--- src/rtl/imem_arbiter.sv ---
// imem_arbiter
//   Single-port arbiter and sequencer in front of the word-addressed
//   instruction memory. It shares the memory between the IF-stage fetch port
//   (reads) and the program loader (writes).
//   - BOOT: only the loader is served.
//   - RUN:  fetch has priority, and the loader gets a forced grant after
//           STARVE_MAX consecutive denied cycles.
//   The block also produces the IF stall and the one-cycle-late read valid.
//
// Parameters
//   N          data / instruction width
//   AW         memory word-address width (2**AW words)
//   STARVE_MAX denied loader cycles before a forced loader grant (1..15)
//
// Ports
//   clk, rst                 rising-edge clock, asynchronous active-low reset
//   fetch_req/fetch_addr     IF read request, byte PC (bits [AW+1:2] used)
//   fetch_gnt                fetch read issued this cycle
//   fetch_rvalid/fetch_rdata read data return, one cycle after fetch_gnt
//   stall_if                 IF must hold its PC
//   ld_req/ld_addr/ld_wdata  loader write request
//   ld_gnt                   loader write issued this cycle
//   boot_done                loader finished, BOOT -> RUN
//   mem_*                    single-port memory interface (synchronous read)
//   running                  FSM is in RUN
//   reboot_req               (only with IMEM_REBOOT_EN) RUN -> BOOT request
//
// Build option
//   IMEM_REBOOT_EN  adds reboot_req. Without it, RUN is left only by reset.
module imem_arbiter #(
  parameter int N          = 32,
  parameter int AW         = 3,
  parameter int STARVE_MAX = 4
) (
  input  logic          clk,
  input  logic          rst,
  input  logic          fetch_req,
  input  logic [N-1:0]  fetch_addr,
  output logic          fetch_gnt,
  output logic          fetch_rvalid,
  output logic [N-1:0]  fetch_rdata,
  output logic          stall_if,
  input  logic          ld_req,
  input  logic [AW-1:0] ld_addr,
  input  logic [N-1:0]  ld_wdata,
  output logic          ld_gnt,
  input  logic          boot_done,
  output logic          mem_en,
  output logic          mem_we,
  output logic [AW-1:0] mem_addr,
  output logic [N-1:0]  mem_wdata,
  input  logic [N-1:0]  mem_rdata,
  output logic          running
`ifdef IMEM_REBOOT_EN
  ,
  input  logic          reboot_req
`endif
);

  localparam logic [0:0] S_BOOT = 1'b0;
  localparam logic [0:0] S_RUN  = 1'b1;
  localparam logic [3:0] STARVE_LIM = 4'(STARVE_MAX);

  logic [0:0]    r_state;
  logic [0:0]    w_state_nxt;
  logic [3:0]    r_starve;
  logic [3:0]    w_starve_nxt;
  logic          r_rvalid;
  logic          w_force_ld;
  logic [AW-1:0] w_fetch_word;
  logic          w_unused_addr;

  function automatic logic [3:0] sat_inc(input logic [3:0] v);
    return (v >= STARVE_LIM) ? STARVE_LIM : v + 4'd1;
  endfunction

  // Only the word-index bits of the byte PC select a memory word. Higher bits
  // alias (wrap) and the byte offset is ignored.
  assign w_fetch_word  = fetch_addr[AW+1:2];
  assign w_unused_addr = ^{fetch_addr[N-1:AW+2], fetch_addr[1:0]};

  assign w_force_ld = (r_state == S_RUN) && ld_req && (r_starve == STARVE_LIM);

  // Grants are gated by rst so that nothing reaches memory while reset is held.
  always_comb begin
    fetch_gnt = 1'b0;
    ld_gnt    = 1'b0;
    stall_if  = 1'b1;
    if (rst) begin
      if (r_state == S_BOOT) begin
        ld_gnt = ld_req;
      end else if (w_force_ld) begin
        ld_gnt   = 1'b1;
        stall_if = fetch_req;
      end else begin
        fetch_gnt = fetch_req;
        ld_gnt    = ld_req & ~fetch_req;
        stall_if  = 1'b0;
      end
    end
  end

  always_comb begin
    w_state_nxt  = r_state;
    w_starve_nxt = (ld_req && !ld_gnt) ? sat_inc(r_starve) : 4'd0;
    if (r_state == S_BOOT) begin
      if (boot_done) w_state_nxt = S_RUN;
    end
`ifdef IMEM_REBOOT_EN
    else if (reboot_req) begin
      w_state_nxt  = S_BOOT;
      w_starve_nxt = 4'd0;
    end
`endif
  end

  // Stage boundary: FSM, starvation counter and read-valid register.
  always_ff @(posedge clk or negedge rst) begin
    if (!rst) begin
      r_state  <= S_BOOT;
      r_starve <= 4'd0;
      r_rvalid <= 1'b0;
    end else begin
      r_state  <= w_state_nxt;
      r_starve <= w_starve_nxt;
      r_rvalid <= fetch_gnt;
    end
  end

  assign mem_en       = fetch_gnt | ld_gnt;
  assign mem_we       = ld_gnt;
  assign mem_addr     = ld_gnt ? ld_addr : w_fetch_word;
  assign mem_wdata    = ld_wdata;
  assign fetch_rvalid = r_rvalid;
  assign fetch_rdata  = mem_rdata;
  assign running      = (r_state == S_RUN);

endmodule

--- config.mk ---
export PLATFORM = sky130hd
export DESIGN_NAME = imem_arbiter
export DESIGN_NICKNAME = d
export VERILOG_FILES = /design/src/rtl/imem_arbiter.sv
export SDC_FILE = /design/constraint.sdc
export NUM_CORES = 1
export LEC_CHECK = 0
export BUFFER_PORTS_ARGS = -buffer_cell sky130_fd_sc_hd__buf_2
export CAP_MARGIN = 20
export CELL_PAD_IN_SITES_DETAIL_PLACEMENT = 0
export CELL_PAD_IN_SITES_GLOBAL_PLACEMENT = 1
export CORE_UTILIZATION = 14
export CTS_CLUSTER_DIAMETER = 100
export CTS_CLUSTER_SIZE = 28
export DETAILED_ROUTE_END_ITERATION = 10
export PLACE_DENSITY_LB_ADDON = 0.1
export REMOVE_ABC_BUFFERS = 1
export SLEW_MARGIN = 5
export SYNTH_ARGS = -nofsm -noshare
export SYNTH_HDL_FRONTEND = slang
export SYNTH_SLANG_ARGS = --single-unit
--- constraint.sdc ---
create_clock -name clk -period 4.9 [get_ports clk]
set_clock_uncertainty 0.2 [all_clocks]
set_input_delay 0.49 -clock clk [delete_from_list [all_inputs] [get_ports clk]]
set_output_delay 0.49 -clock clk [all_outputs]
set_load 0.01 [all_outputs]
Word level (Yosys, flattened, before mapping)
Cells that the tools add are included.

storage, ports and cells
  flip-flop bits (word level) = 6
  input port bits = 104
  output and inout port bits = 74
  word-level logic and storage cells = 27

operators by class
  add/sub/neg operators = 1
  order comparisons = 1
  eq/ne operators = 1
  multiplexer cells = 14
  bitwise operators = 3
  reduce and logical (&&, ||, !) cells = 4

operator list
  operator                                                                number
  1-bit 2-to-1 mux                                                        11
  4-bit 2-to-1 mux                                                        2
  4-bit by 1-bit adder with 4-bit output (second input constant)          1
  4-bit by 3-bit equality test with 1-bit output (second input constant)  1
  4-bit by 3-bit >= comparator with 1-bit output (second input constant)  1
  1-bit logical AND                                                       3
  3-bit 2-to-1 mux                                                        1
  1-bit bitwise AND                                                       1
  1-bit logical NOT                                                       1
  1-bit NOT                                                               1
  1-bit bitwise OR                                                        1

Longest topological paths before layout
Gate-level depths: netlist (run 1).

  word-level depth = 8
  depth in mapped cells = 5
  gate-level depth less buffers = 5

Worst setup path after synthesis (run 1)
Ideal clock, no wire load.

  path type = register to output
  start = register r_starve[0]
  end = output port mem_addr[0]
  data arrival time = 1362 ps
  required time = 4210 ps
  setup slack = 2848 ps
  stages on the path, launching flop included = 6
  buffers on the path = 0
  path through = dfrtp_1 inv_1 ha_1 and3b_2 o211a_4 mux2_4

between the ends
  word-level cells in the longest chain between the ends = 6

ends and longest elaborated chain
  element                                         RTL line  RTL
  start: declaration                              66        logic [3:0] r_starve;
  start signal: assignment                        125       r_starve <= w_starve_nxt;
  4-bit by 3-bit equality test with 1-bit output  82        assign w_force_ld = (r_state == S_RUN) && ld_req && (r_starve == STARVE_LIM);
  1-bit logical AND                               82
  1-bit 2-to-1 mux                                92        end else if (w_force_ld) begin
  1-bit 2-to-1 mux                                90        if (r_state == S_BOOT) begin
  1-bit 2-to-1 mux                                89        if (rst) begin
  via ld_gnt                                      46        output logic ld_gnt,
  3-bit 2-to-1 mux                                132       assign mem_addr = ld_gnt ? ld_addr : w_fetch_word;
  end: declaration                                50        output logic [AW-1:0] mem_addr,

The timed path passes the listed nets, and every way through them passes these cells.

Final worst setup path (run 1)
  start = input port rst
  end = output port mem_addr[0]

between the ends
  word-level cells in the longest chain between the ends = 2

ends and longest elaborated chain
  element             RTL line  RTL
  start: declaration  36        input logic rst,
  1-bit 2-to-1 mux    89
  3-bit 2-to-1 mux    132

Every way passes these cells.

==> reports/metrics.yaml, run 1 <==
run_status:
  outcome: "finished clean"
synthesis:
  synth.yosys.warnings: 0
  synth_enable_flop_cells: 0
  syn-mean-instance-area_um2: 8.71
  synth_top_cell_by_area: "buf_4"
  synthArstFlopShare_pct: 100
  post_synth_main_area_contributors: "buf_4 (59%), dfrtp_1 (18%), mux2_4 (5.4%)"
  synth_commonest_cells: "buf_4 (65), dfrtp_1 (6), inv_1 (4)"
  yosysSeqAreaShare_pct: 18.2
  post_synth_num_cell_types: 17
  ys_ff_latch: 6
  primary_ff_master_synth: "dfrtp_1"
  post_synth_inst_count: 95
  syn_area_um2: 827
  yosys.cell_count.top_type: "buf_4"
  synth_top_area_share_pct: 59.0
placement:
  gp_routability_congestion: 0.969
  hpwlAfterDp_um: 5840
  io_buffers: 20
global_route:
  grt_remaining_overflow: 0
  grt_antenna_before_repair: 0
  grtUsageTotal_pct: 18.7
  grt_pass1_wl_um: 6910
  first_global_vias: 402
  grt_start_max_net_pins: 13
min_path:
  holdCritPathClass: "primary input to flip-flop"
timing:
  grt_setup_unrepaired: "no"
  count_of_pins_over_their_slew_limit: 0
  setup_violations: 0
  layout_worst_path_cycle_share_pct: 54.4
  timing.setup.tns_ns: 0
  fmax_ghz: 0.375
  number_of_endpoints_with_negative_hold_slack_in_the_final_report: 0
  final.min_clock_period_ns: 2.67
  fin_hold_ws_ns: 0.262
clocking:
  clock_transition_time_at_the_flip_flop_clock_pins_of_the_worst_setup_and_hold_paths_ns: 0.04
  clock_sink_count: 6
  clk_latency_ns: 0.22
  clk_path_buf_depth: 2
  tritoncts: "yes"
  cts_root_buf: "clkbuf_8"
  clock_tree.htree_level_count: 1
  cts_made_buffers: 3
detailed_routing:
  via_per_inst: 3.52
  detailedRoute.firstPassIterationCount: 4
  drcViolationCount: 0
  routed_wire_length_per_instance_um: 48.4
  detailroute.via_count: 443
  drtAntennaViolNets: 0
  postRouteWirelength_um: 6100
  drt-initial-drc-count: 42
final_layout:
  layout-drive-gt1-share_pct: 55.6
  insertedDiodeCount: 0
  area_delta_synth_final_pct: -29.8
  number_of_nets_at_the_end_of_the_flow: 162
power:
  power-per-cell-area_mw_per_mm2: 260
  static-leakage-power_nw: 0.274
  vdd_ir_drop_max_mv: 0.0365
die:
  core_area_mm2: 0.00561
  floorplan.initialDensity_pct: 14.7
  std_cell_rows: 27
  ios: 178
  design.die.area_mm2: 0.00622
  fp.dieH_um: 78.9
  fp.dieW_um: 78.9
worst_setup_path:
  cp-start-kind: "primary input"
  critPathKind: "primary input to primary output"
  path_max_fanout: 12
  worst_ep_arrival_time_ns: 1.98
  ff2ff_setup_slack_ns: 3.43
  cp.required_ns: 4.21
  cp-end-kind: "primary output"
job:
  maxCapViolations: 0
## timing repair
| action | 4_1_cts | 5_1_grt |
|---|---|---|
| endpoints found under the hold margin | 6 | 0 |
| setup buffers | 0 | 0 |
| hold buffers | 1 | 0 |
| resized for setup | 0 | 0 |
## registers in the layout, indices dropped and copies added, names as in the netlist
register and cells:
fetch_rvalid 1, running 1, r_starve 4
## where the power goes
group          leakage, nW  internal, mW  switching (mW)
Sequential          0.0737        0.0519         0.00135
Combinational        0.179        0.0126          0.0125
Clock               0.0216        0.0526          0.0197
Total                0.274         0.117          0.0335
## layout by cell type, fill, tap and decap left out
cell / synthesis / layout
inv_1: 4 / 4
clkbuf_8: 0 / 3
dfrtp_1: 6 / 6
a2111o_1: 1 / 1
nor2_1: 2 / 2
mux2_4: 3 / 3
o21ai_0: 1 / 1
nand3_1: 3 / 3
buf_2: 0 / 20
dlygate4sd3_1: 0 / 1
ha_1: 2 / 2
o311a_2: 1 / 1
or2_2: 1 / 1
conb_1: 1 / 1
a21boi_0: 1 / 1
o211a_4: 1 / 1
a21oi_1: 1 / 1
nand2_1: 1 / 1
and3b_2: 1 / 1
## cell families (layout without fill, tap and decap cells)
family                   after synthesis  in the layout  share of synthesized area, %
AO/OA/AOI/OAI                          6              6                          6.96
adder cells (fa/ha/maj)                2              2                          3.03
buffers and inverters                 69             28                          60.8
flip-flops                             6              6                          18.2
multiplexers                           3              3                          5.45
other                                  1              1                         0.453
AND/OR/NAND/NOR                        8              8                          5.14
## metal layers
layer | up-vias | GRT usage, % | part of all wire [%]
met3 | 12 | 22.6 | 27
met1 | 166 | 3.60 | 7.7
met5 | - | 2.73 | 0
met2 | 114 | 39.3 | 59
li1 | 151 | - | -
met4 | 0 | 12.5 | 5.5
## cell type report
| cell class | instances | area, µm² |
|---|---|---|
| Multi-Input combinational cell | 20 | 174 |
| Timing Repair Buffer | 21 | 110 |
| Sequential cell | 6 | 150 |
| Tap cell | 72 | 90.1 |
| Clock buffer | 3 | 41.3 |
| Fill cell | 674 | 5030 |
| Inverter | 4 | 15.0 |
## worst max-delay path: stages
cell and delay [ns]:
dlygate4sd3_1 0.52, buf_2 0.26, o211a_4 0.26, mux2_4 0.30, buf_2 0.14
## final timing paths
path,start,to,depth (start not counted)
worst max-delay path,rst,mem_addr[0],5
worst min-delay path,boot_done,running,2
worst max register to register,r_starve[0],r_starve[2],5
worst min register to register,r_starve[0],r_starve[0],1
max in group asynchronous,rst,r_starve[1],2
min in group asynchronous,rst,fetch_rvalid,2
## stage by stage
step,cells,cell area [µm²],power (mW),util [%],setup WS [ns]
floorplan,30,339,0.0657,-,2.83
global placement,122,529,0.0788,9.44,2.67
detailed placement,122,529,0.0784,9.44,2.66
CTS,126,581,0.155,10.4,2.21
global route,126,581,0.159,10.4,2.15
finish,126,581,0.151,10.4,2.23
(Power assumes the default switching activity.)
==> run 2, diff against run 1 <==
--- a/config.mk
+++ b/config.mk
@@ -5,11 +5,12 @@
 export SDC_FILE = /design/constraint.sdc
 export NUM_CORES = 1
 export LEC_CHECK = 0
+export ABC_AREA = 1
 export BUFFER_PORTS_ARGS = -buffer_cell sky130_fd_sc_hd__buf_2
 export CAP_MARGIN = 20
 export CELL_PAD_IN_SITES_DETAIL_PLACEMENT = 0
 export CELL_PAD_IN_SITES_GLOBAL_PLACEMENT = 1
-export CORE_UTILIZATION = 14
+export CORE_UTILIZATION = 13
 export CTS_CLUSTER_DIAMETER = 100
 export CTS_CLUSTER_SIZE = 28
 export DETAILED_ROUTE_END_ITERATION = 10
==> constraint.sdc (replaced) <==
create_clock -name clk -period 2.78 [get_ports clk]
set_clock_uncertainty 0.2 [all_clocks]
set_input_delay 0.278 -clock clk [delete_from_list [all_inputs] [get_ports clk]]
set_output_delay 0.278 -clock clk [all_outputs]
set_load 0.01 [all_outputs]
==> run 2 against run 1 <==
  * Critical path type unchanged
  * Critical path depth is 2 higher
  * Largest cell class unchanged
  * Via count is 2.9% higher
  * Routed wire length hardly changed
  * Setup slack worse by 1.5 ns
  * Synthesized cell count is 18% higher
  * Final area is 6.7% higher
  * Global-route usage is 1.6 points lower
==> reports/metrics.yaml, run 2 <==
worst_setup_path:
  cp_cell_instances: "dlygate4sd3_1 > buf_2 > inv_1 > nor2_1 > o21ai_0 > inv_1 > buf_2"
  cp.required_ns: 2.30  # -1.91 ns
  worst_path_dominant_cell_family: "buffers and inverters"
  cp-start-kind: "primary input"
  cp-end-kind: "primary output"
  critPathKind: "primary input to primary output"
  critical_path_cell_count: 7  # +2
  worst_ep_arrival_time_ns: 1.57  # -0.41 ns
  path_buf_inv: 5  # +2
  path_max_fanout: 9  # -3
  timing.reg2reg.worst_path_depth: 5  # unchanged
  max_stage_delay_ns: 0.52  # about the same
  cpMaxStageDelayCell: "dlygate4sd3_1"
detailed_routing:
  routed_wire_length_per_instance_um: 41.2  # -15%
  detailroute.via_count: 456  # +2.9%
  drcViolationCount: 0  # unchanged
  postRouteWirelength_um: 6090  # about the same
  drt-initial-drc-count: 17  # -60%
  detailedRoute.firstPassIterationCount: 4  # unchanged
  drtAntennaViolNets: 0  # unchanged
  via_per_inst: 3.08  # -12%
timing:
  fmax_ghz: 0.489
  layout_worst_path_cycle_share_pct: 73.5
  timing.setup.tns_ns: 0  # unchanged
  number_of_endpoints_with_negative_hold_slack_in_the_final_report: 0  # unchanged
  final.min_clock_period_ns: 2.04
  count_of_pins_over_their_slew_limit: 0  # unchanged
  grt_setup_unrepaired: "no"
  setup_violations: 0  # unchanged
final_layout:
  fill_cells: 742  # +10%
  number_of_nets_at_the_end_of_the_flow: 179  # +10%
  most-common-layout-cells: "buf_2 (20), nand2_1 (12), inv_1 (6), dfrtp_1 (6), nand3_1 (4)"
  layout.area.seq_um2: 150  # unchanged
  insertedDiodeCount: 0  # unchanged
  layout-drive-gt1-share_pct: 47.9  # -7.7 points
  area_of_combinational_cells_with_multiple_inputs_um2: 190  # +9.4%
  largest-register: "r_starve"
  area_delta_synth_final_pct: -27.9
  largest_register_ff_count: 4  # unchanged
  mostFrequentLayoutCell: "buf_2"
  stdcell_count: 148  # +17%
global_route:
  grtUsageTotal_pct: 17.1  # -1.6 points
  first_global_vias: 409  # +1.7%
  grt_antenna_before_repair: 0  # unchanged
  grt_start_max_net_pins: 10  # -3
  grt_remaining_overflow: 0  # unchanged
  grt_pass1_wl_um: 7160  # +3.6%
synthesis:
  synth_top_cell_by_area: "buf_4"
  synth.yosys.warnings: 0  # unchanged
  primary_ff_master_synth: "dfrtp_1"
  yosysSeqAreaShare_pct: 17.5  # -0.69 points
  post_synth_inst_count: 112  # +18%
  synthArstFlopShare_pct: 100  # unchanged
  syn-mean-instance-area_um2: 7.67  # -12%
  post_synth_main_area_contributors: "buf_4 (57%), dfrtp_1 (17%), nand2_1 (5.2%)"
  syn_area_um2: 860  # +3.9%
  ys_ff_latch: 6  # unchanged
  synth_top_area_share_pct: 56.8  # -2.2 points
  synth_commonest_cells: "buf_4 (65), nand2_1 (12), dfrtp_1 (6), inv_1 (6), nand3_1 (4)"
  yosys.cell_count.top_type: "buf_4"
  post_synth_num_cell_types: 17  # unchanged
  synth_enable_flop_cells: 0  # unchanged
power:
  static-leakage-power_nw: 0.324  # +18%
  power-per-cell-area_mw_per_mm2: 445  # +71%
  vdd_ir_drop_max_mv: 0.115  # +210%
clocking:
  tritoncts: "yes"
  clock_sink_count: 6  # unchanged
  clock_tree.htree_level_count: 1  # unchanged
  postCtsResizedCells: 0  # unchanged
  clk_path_buf_depth: 2  # unchanged
  clock_transition_time_at_the_flip_flop_clock_pins_of_the_worst_setup_and_hold_paths_ns: 0.04  # about the same
  clk_latency_ns: 0.22  # about the same
  cts_made_buffers: 3  # unchanged
  cts_root_buf: "clkbuf_8"
placement:
  hpwlAfterDp_um: 5870  # +0.57%
  numPlacedInstances: 144  # +18%
  io_buffers: 20  # unchanged
  gp_routability_congestion: 0.908  # -6.3%
run_status:
  outcome: "finished clean"
die:
  design.die.area_mm2: 0.00694  # +12%
  core_area_mm2: 0.00635  # +13%
  floorplan.initialDensity_pct: 13.5  # -1.2 points
  ios: 178  # unchanged
  fp.dieH_um: 83.3  # +5.6%
  fp.dieW_um: 83.3  # +5.6%
  std_cell_rows: 29  # +7.4%
min_path:
  min_delay_path_depth: 2  # unchanged
  holdCritPathClass: "primary input to flip-flop"
job:
  maxCapViolations: 0  # unchanged
==> run 2: cell types whose count changed in the layout (fill, tap and decap cells not counted), moves of 2 or more <==
cell | before | now
mux2_4 | 3 | 0
nor2_2 | 0 | 3
inv_1 | 4 | 6
nand2_1 | 1 | 12
nand2_4 | 0 | 3
==> run 2: power breakdown <==
group	leakage, nW	switching, mW	internal [mW]	total, mW
registers	0.0735	0.00254	0.0917	0.0943
clock network	0.0216	0.0366	0.0930	0.130
logic	0.229	0.0303	0.0213	0.0517
total	0.324	0.0695	0.206	0.275
==> run 2: stage by stage <==
stage / total power, mW / instance area [µm²] / hold WS, ns / util, % / worst slack (ns)
after floorplan: 0.123 / 372 / -0.218 / - / 1.30
after global placement: 0.148 / 568 / -0.0512 / 8.95 / 0.940
after detailed placement: 0.147 / 568 / -0.0509 / 8.95 / 0.978
after CTS: 0.284 / 619 / 0.0377 / 9.75 / 0.696
after global routing: 0.295 / 619 / 0.0383 / 9.75 / 0.615
final: 0.275 / 619 / 0.0438 / 9.75 / 0.737
==> run 2: cell type report <==
type | instances | area share, %
Multi-Input combinational cell | 33 | 30.7
Sequential cell | 6 | 24.2
Timing Repair Buffer | 21 | 17.8
Tap cell | 77 | 15.6
Clock buffer | 3 | 6.67
Inverter | 8 | 5.05
==> run 2: final timing paths <==
kind	slack, ns	from	to
max	0.74	rst	fetch_gnt
max in group asynchronous	1.95	rst	r_starve[1]
min in group asynchronous	0.24	rst	running
min	0.04	boot_done	running
min reg2reg	0.35	r_starve[0]	r_starve[0]
max reg2reg	1.32	r_starve[0]	fetch_rvalid
==> run 2: kinds of logic (layout without fill, tap and decap cells) <==
group | after synthesis | after routing | share of synthesized area (%)
adder cells (fa/ha/maj) | 2 | 2 | 2.91
AND/OR/NAND/NOR | 29 | 29 | 18.2
flip-flops | 6 | 6 | 17.5
buffers and inverters | 73 | 32 | 60.4
other | 1 | 1 | 0.436
AO/OA/AOI/OAI | 1 | 1 | 0.582
==> run 2: metal layers <==
| metal | up-vias | wire length, µm | GRT usage (%) | share of wire, % |
|---|---|---|---|---|
| li1 | 188 | - | - | - |
| met5 | - | 0 | 0.758 | 0 |
| met1 | 171 | 602 | 4.40 | 9.9 |
| met4 | 0 | 156 | 4.39 | 2.6 |
| met3 | 4 | 1730 | 23.3 | 28 |
| met2 | 93 | 3600 | 35.9 | 59 |
==> run 2: timing repair <==
| action | in CTS | in global routing |
|---|---|---|
| setup buffers | 0 | 0 |
| hold buffers | 1 | 0 |
| endpoints found under the hold margin | 6 | 0 |
==> run 2: worst register-to-register path, cell delays in order, from the launching register on <==
cell and delay (ns):
dfrtp_1 0.37, inv_1 0.08, ha_1 0.16, nand3_2 0.13, o21ai_0 0.28, inv_1 0.10
